File: src/rtl/rv32i_pkg.sv
// rv32i shared definitions.
// Instruction-cache geometry and refill state.
package rv32i_pkg;

    localparam int XLEN        = 32;
    localparam int IcNumLines  = 16;
    localparam int IcLineWords = 4;
    localparam int IcOffW      = $clog2(IcLineWords);
    localparam int IcIdxW      = $clog2(IcNumLines);
    localparam int IcTagW      = XLEN - IcIdxW - IcOffW - 2;

    typedef enum logic [1:0] {
        IDLE,
        REFILL,
        DONE
    } icache_state_e;

endpackage

File: src/rtl/icache_refill_fsm.sv
// I-cache line refill sequencer.
// Owns state, word counter, pending flush and memory handshake.
module icache_refill_fsm
    import rv32i_pkg::*;
#(
    parameter int DPW       = XLEN,
    parameter int LineWords = IcLineWords,
    parameter int OffW      = $clog2(LineWords)
) (
    input  logic            clk,
    input  logic            arst_n,
    input  logic            start,
    input  logic [DPW-1:0]  start_base,
    input  logic            flush,
    input  logic            mem_ack,
    output icache_state_e   state,
    output logic [OffW-1:0] cnt,
    output logic [DPW-1:0]  base,
    output logic            mem_req,
    output logic [DPW-1:0]  mem_addr,
    output logic            wr_en,
    output logic            commit,
    output logic            commit_valid
);

    icache_state_e   state_q, state_d;
    logic [OffW-1:0] cnt_q, cnt_d;
    logic [DPW-1:0]  base_q, base_d;
    logic            pend_q, pend_d;

    // State, counter, base and pending-flush registers.
    always_ff @(posedge clk or negedge arst_n) begin
        if (!arst_n) begin
            state_q <= IDLE;
            cnt_q   <= '0;
            base_q  <= '0;
            pend_q  <= 1'b0;
        end else begin
            state_q <= state_d;
            cnt_q   <= cnt_d;
            base_q  <= base_d;
            pend_q  <= pend_d;
        end
    end

    // Next-state and handshake outputs.
    always_comb begin
        state_d      = state_q;
        cnt_d        = cnt_q;
        base_d       = base_q;
        pend_d       = pend_q;
        mem_req      = 1'b0;
        wr_en        = 1'b0;
        commit       = 1'b0;
        commit_valid = 1'b0;
        unique case (state_q)
            IDLE: begin
                if (start) begin
                    base_d  = start_base;
                    cnt_d   = '0;
                    state_d = REFILL;
                end
            end
            REFILL: begin
                mem_req = 1'b1;
                if (flush) pend_d = 1'b1;
                if (mem_ack) begin
                    wr_en = 1'b1;
                    if (cnt_q == OffW'(LineWords - 1)) begin
                        commit       = 1'b1;
                        commit_valid = ~(pend_q | flush);
                        cnt_d        = '0;
                        state_d      = DONE;
                    end else begin
                        cnt_d = cnt_q + 1'b1;
                    end
                end
            end
            DONE: begin
                pend_d  = 1'b0;
                state_d = IDLE;
            end
            default: state_d = IDLE;
        endcase
    end

    assign state    = state_q;
    assign cnt      = cnt_q;
    assign base     = base_q;
    assign mem_addr = mem_req ? base_q + (DPW'(cnt_q) << 2) : '0;

endmodule

File: src/rtl/i_cache_dm.sv
// Direct-mapped instruction cache for the rv32i fetch stage.
// Zero-latency hits; misses stall while a line is refilled.
module i_cache_dm
    import rv32i_pkg::*;
#(
    parameter int DPW       = XLEN,
    parameter int NumLines  = IcNumLines,
    parameter int LineWords = IcLineWords
) (
    input  logic           clk,
    input  logic           arst_n,
    input  logic [DPW-1:0] PCF,
    input  logic           fetch_en,
    input  logic           flush,
    output logic [DPW-1:0] instr,
    output logic           hit,
    output logic           stall_f,
    output logic           mem_req,
    output logic [DPW-1:0] mem_addr,
    input  logic           mem_ack,
    input  logic [DPW-1:0] mem_rdata
);

    localparam int OffW = $clog2(LineWords);
    localparam int IdxW = $clog2(NumLines);
    localparam int TagW = DPW - IdxW - OffW - 2;

    logic [DPW-1:0]  data_q [NumLines*LineWords];
    logic [TagW-1:0] tag_q  [NumLines];
    logic [NumLines-1:0] valid_q;

    icache_state_e   state;
    logic [OffW-1:0] cnt;
    logic [DPW-1:0]  base;
    logic            wr_en, commit, commit_valid;

    logic [OffW-1:0] off;
    logic [IdxW-1:0] idx, ridx;
    logic [TagW-1:0] tag;
    logic            idle, lookup_hit, miss;
    logic [DPW-1:0]  start_base;

    assign off  = PCF[OffW+1:2];
    assign idx  = PCF[OffW+2 +: IdxW];
    assign tag  = PCF[DPW-1 -: TagW];
    assign ridx = base[OffW+2 +: IdxW];
    assign idle = (state == IDLE);

    assign lookup_hit = idle & fetch_en & ~flush
                      & valid_q[idx] & (tag_q[idx] == tag);
    assign miss       = idle & fetch_en & ~lookup_hit;
    assign start_base = {PCF[DPW-1:OffW+2], {(OffW+2){1'b0}}};

    assign hit     = lookup_hit;
    assign instr   = lookup_hit ? data_q[{idx, off}] : '0;
    assign stall_f = arst_n & (miss | ~idle);

    logic unused_bits;
    assign unused_bits = ^{PCF[1:0], base[OffW+1:0]};

    icache_refill_fsm #(
        .DPW       (DPW),
        .LineWords (LineWords),
        .OffW      (OffW)
    ) u_fsm (
        .clk          (clk),
        .arst_n       (arst_n),
        .start        (miss),
        .start_base   (start_base),
        .flush        (flush),
        .mem_ack      (mem_ack),
        .state        (state),
        .cnt          (cnt),
        .base         (base),
        .mem_req      (mem_req),
        .mem_addr     (mem_addr),
        .wr_en        (wr_en),
        .commit       (commit),
        .commit_valid (commit_valid)
    );

    // Data and tag storage; contents are gated by valid, so no reset.
    always_ff @(posedge clk) begin
        if (wr_en) data_q[{ridx, cnt}] <= mem_rdata;
        if (commit) tag_q[ridx] <= base[DPW-1 -: TagW];
    end

    // Valid bits: whole-cache clear on flush, set on a clean commit.
    always_ff @(posedge clk or negedge arst_n) begin
        if (!arst_n) begin
            valid_q <= '0;
        end else if (flush && state != REFILL) begin
            valid_q <= '0;
        end else if (commit) begin
            if (commit_valid) valid_q[ridx] <= 1'b1;
            else              valid_q       <= '0;
        end
    end

endmodule

File: config.mk
export PLATFORM = sky130hd
export DESIGN_NAME = i_cache_dm
export DESIGN_NICKNAME = d
export VERILOG_FILES = /design/src/rtl/rv32i_pkg.sv /design/src/rtl/icache_refill_fsm.sv /design/src/rtl/i_cache_dm.sv
export SDC_FILE = /design/constraint.sdc
export NUM_CORES = 2
export LEC_CHECK = 0
export CAP_MARGIN = 15
export CORE_MARGIN = 2
export CORE_UTILIZATION = 45
export DETAILED_ROUTE_END_ITERATION = 12
export PLACE_DENSITY = 0.7
export SYNTH_ARGS = -nofsm -noshare
export SYNTH_HDL_FRONTEND = slang
export SYNTH_HIERARCHICAL = 1
export SYNTH_SLANG_ARGS = --single-unit
File: constraint.sdc
create_clock -name clk -period 5.1 [get_ports clk]
set_clock_uncertainty 0.05 [all_clocks]
set_input_delay 0.765 -clock clk [delete_from_list [all_inputs] [get_ports clk]]
set_output_delay 0.765 -clock clk [all_outputs]
set_load 0.01 [all_outputs]
==> impl_results.md <==
- Cell taking the most area after synthesis: edfxtp_1
- Die area: about 220000 um2
- Combinational family with the most area after synthesis: multiplexers
- Clock Power Share: 37.2%
- RePlAce Congestion: between 0.8 and 0.9
- Reg power frac: a little over half
- Multi-input gate area: around 22000 um2
- Setup violators final: 0
- Num CTS Buffers: 231
- Port bufs: 133
- Rel. slew slack: around 17%
- DRT antenna net count: 0
- Async S/R FF share, synth: 2.13%
- Die width: roughly 470 um
- Synth top area cells: edfxtp_1 (75%), mux4_2 (17%), dfrtp_1 (1.4%), mux2i_1 (0.90%), a2111oi_4 (0.51%)
- Root Driver: clkbuf_16
- RSZ-0062 raised after global routing: false
- Combinational Power Share: about 8.9%
- Crit end category: output pin
- Mapped cell area: a little under 100000 um2
- Synth Area in Simple Gates: just under 2%
- Post-Syn Area per Cell: between 20 and 25 um2
- Filler cells: about 16000
- Post-synth EDFFs: around 2400
- Max frequency: about 0.2 GHz
- FF+latch count, synth: between 2000 and 2500
- Worst setup SP type: register
- Nets: around 4600
- # DRC: 0
- Avg Vias per Cell: slightly above 6
- Total gr overflow: 0
- I/O Pins: between 100 and 150
- Pin count of the biggest net entering global routing: 82
- Peak supply drop: roughly 0.36 mV
- WS Path Type: register to output pin
- CP max FO: 15
- Vias in the first global route: 46400
- Util after Layout: between 50 and 60%
- Final period util: 96.9%
- Clock sinks: between 2000 and 2500
- Final max-slew violation count: 0
- Switching power: around 11 mW
- First-pass GRT wire length: between 300000 and 400000 um
- Crit-path max cell delay: between 0.5 and 0.6 ns
- Core Rows: 170
- Placed Cells: ~7100
- CP max stage cell: clkdlybuf4s50_1
- Final Hold Viols: 0
- Complex-gate fraction of the synthesized area: around 1.5%
- Worst EP required: approximately 4.3 ns
- Clock slew at reported path FFs: 0.06 ns
- Ys flop type: edfxtp_1
- Cell Chain, Critical Path: mux4_2 > o22ai_1 > nor3_1 > xnor2_1 > or4bb_1 > or4_4 > buf_12 > buf_12 > nor2_1 > clkdlybuf4s50_1
- Cell Int Power: about 34 mW
- DRT iter0 DRCs: 5674
- Synthesis Warnings: 6
- Total Wirelength: 234000 um
- Pleak: 34.7 nW
- Max-cap violations: 0
- HP Class: input port to asynchronous set/reset pin
- Yosys top cell area share: around 75%
- CTS tree: built
- Worst slew pin tran: roughly 1.2 ns
- Synthesized instance count: 4119
- Total GRT Usage: between 20% and 30%
- Fin crit period: between 4 and 5 ns
- Post-synthesis mux area share: between 15 and 20%
- Skew-Pair Late Insertion Delay: 0.86 ns
- CTS Hold Bufs: 0
- Vias: 46300
- Critical path arrival: around 4.1 ns
- Max Buffers Root-to-Sink: 3
- Pwr per Cell Area: a little over 400 nW/um2
- H-Tree Depth: 4
- Starting Density: ~45%
- Non-Filler Instances: between 7000 and 8000
- Die H: 468 um
- Sw frac: a little under a quarter
- Synth Area in XOR/XNOR: 0.271%
- Dpl hpwl: approximately 130000 um
- Initial antenna violation count: 10
- Most used cell, CP: buf_12
- Hold Slack: roughly 0.044 ns
- Post-synth cell types: 76
- Post-synthesis adder-cell area fraction: less than 1%
- Layout area overhead: 14.9%
- Core box area: 214000 um2
- Register area: 74400 um2
- Sequential area share after synthesis: approximately 77%
- Share of layout cells above drive strength 1: 32.1%
- Status: complete, no violations
- DRT Pass-1 Iters: 6
- Average wire per standard cell: about 31 um
## metrics by stage
stage                     cell area (um2)  setup WS [ns]  TNS, ns  total power [mW]
after detailed placement           104000        -0.0755   -0.311              28.7
after global routing               111000        0.00323        0              46.4
after global placement             104000         -0.126   -0.714              28.6
final                              111000          0.157        0              45.0
after CTS                          111000         0.0618        0              45.3
after floorplan                     96800          0.844        0              26.5
## routing by layer
metal	vias up	track usage [%]	share of wire, %
met5	-	0	0.0094
met4	4	5.38	2.3
met3	337	4.04	9.4
met2	2415	34.5	49
met1	24900	30.4	39
li1	18600	-	-
## flip-flops by register name (all words and copies together), names as in the netlist
signal,flops
data_q,2048
tag_q,384
u_fsm/base,32
u_fsm/cnt,2
u_fsm/pend_q,1
u_fsm/state,2
valid_q,16
## area by class of cell
class                   instances  share of cell area, %
multi-input cells            1398                   19.8
well taps                    2838                   3.19
inverters                      13                 0.0506
diodes                          3                0.00675
repair buffers                415                   3.54
flip-flops and latches       2485                   66.8
clock buffers                 299                   5.47
clock inverters               127                   1.14
## worst max-delay path, delay by kind of cell, from the launching register on
family | cells | cell delay (ns)
flip-flops | 1 | 0.37
AO/OA/AOI/OAI | 1 | 0.16
AND/OR/NAND/NOR | 4 | 1.14
buffers and inverters | 3 | 0.90
multiplexers | 1 | 0.48
XOR/XNOR | 1 | 0.19
## power groups by stage
stage          Combinational [mW]  Clock (mW)  Sequential, mW
2_1_floorplan                2.16           0            24.4
3_3_place_gp                 3.92           0            24.6
3_5_place_dp                 4.00           0            24.7
4_1_cts                      4.02        17.0            24.3
5_1_grt                      4.26        17.8            24.4
6_report                     4.00        16.8            24.3
## cells in the final DEF (no fill, tap or decap), types with 39 or more instances in the layout
| master | instances |
|---|---|
| edfxtp_1 | 2432 |
| mux4_2 | 730 |
| clkbuf_16 | 232 |
| buf_4 | 229 |
| mux2i_1 | 87 |
| nor2_4 | 74 |
| clkbuf_1 | 64 |
| clkdlybuf4s50_1 | 62 |
| dfrtp_1 | 53 |
| buf_12 | 52 |
| clkinv_1 | 49 |
| nand2_1 | 46 |
| nor2_1 | 46 |
| a21oi_1 | 39 |
## final timing paths
check / start / endpoint / slack, ns / cells past startpoint
worst max-delay path: tag_q[7][10] / hit / 0.16 / 10
worst min-delay path: arst_n / u_fsm/base[24] / 0.04 / 2
worst max register to register: tag_q[15][18] / u_fsm/base[21] / 1.31 / 10
worst min register to register: valid_q[5] / valid_q[5] / 0.44 / 2
max in group asynchronous: arst_n / valid_q[4] / 4.45 / 2
min in group clk: mem_rdata[10] / data_q[31][10] / 0.23 / 1
## synthesized netlist by cell type (22+ instances only)
cell	instances
buf_2	53
mux4_2	730
nor2b_1	25
dfrtp_1	53
mux2i_1	87
mux2_2	30
buf_1	33
nand3_1	22
clkbuf_1	123
a21oi_1	39
nor2_1	126
edfxtp_1	2432
nand2_1	46
## cell families after synthesis
group | Yosys count
flip-flops | 2485
multiplexers | 850
AND/OR/NAND/NOR | 353
buffers and inverters | 239
AO/OA/AOI/OAI | 157
XOR/XNOR | 30
adder cells (fa/ha/maj) | 4
other | 1
## timing repair
| action | CTS | global route |
|---|---|---|
| resized for setup | 34 | 6 |
| setup buffers | 2 | 0 |
| pin swaps | 1 | 0 |
| gates cloned | 0 | 0 |
| setup endpoints to repair | 33 | 4 |
Note: power is estimated with default switching activity, not from simulation.
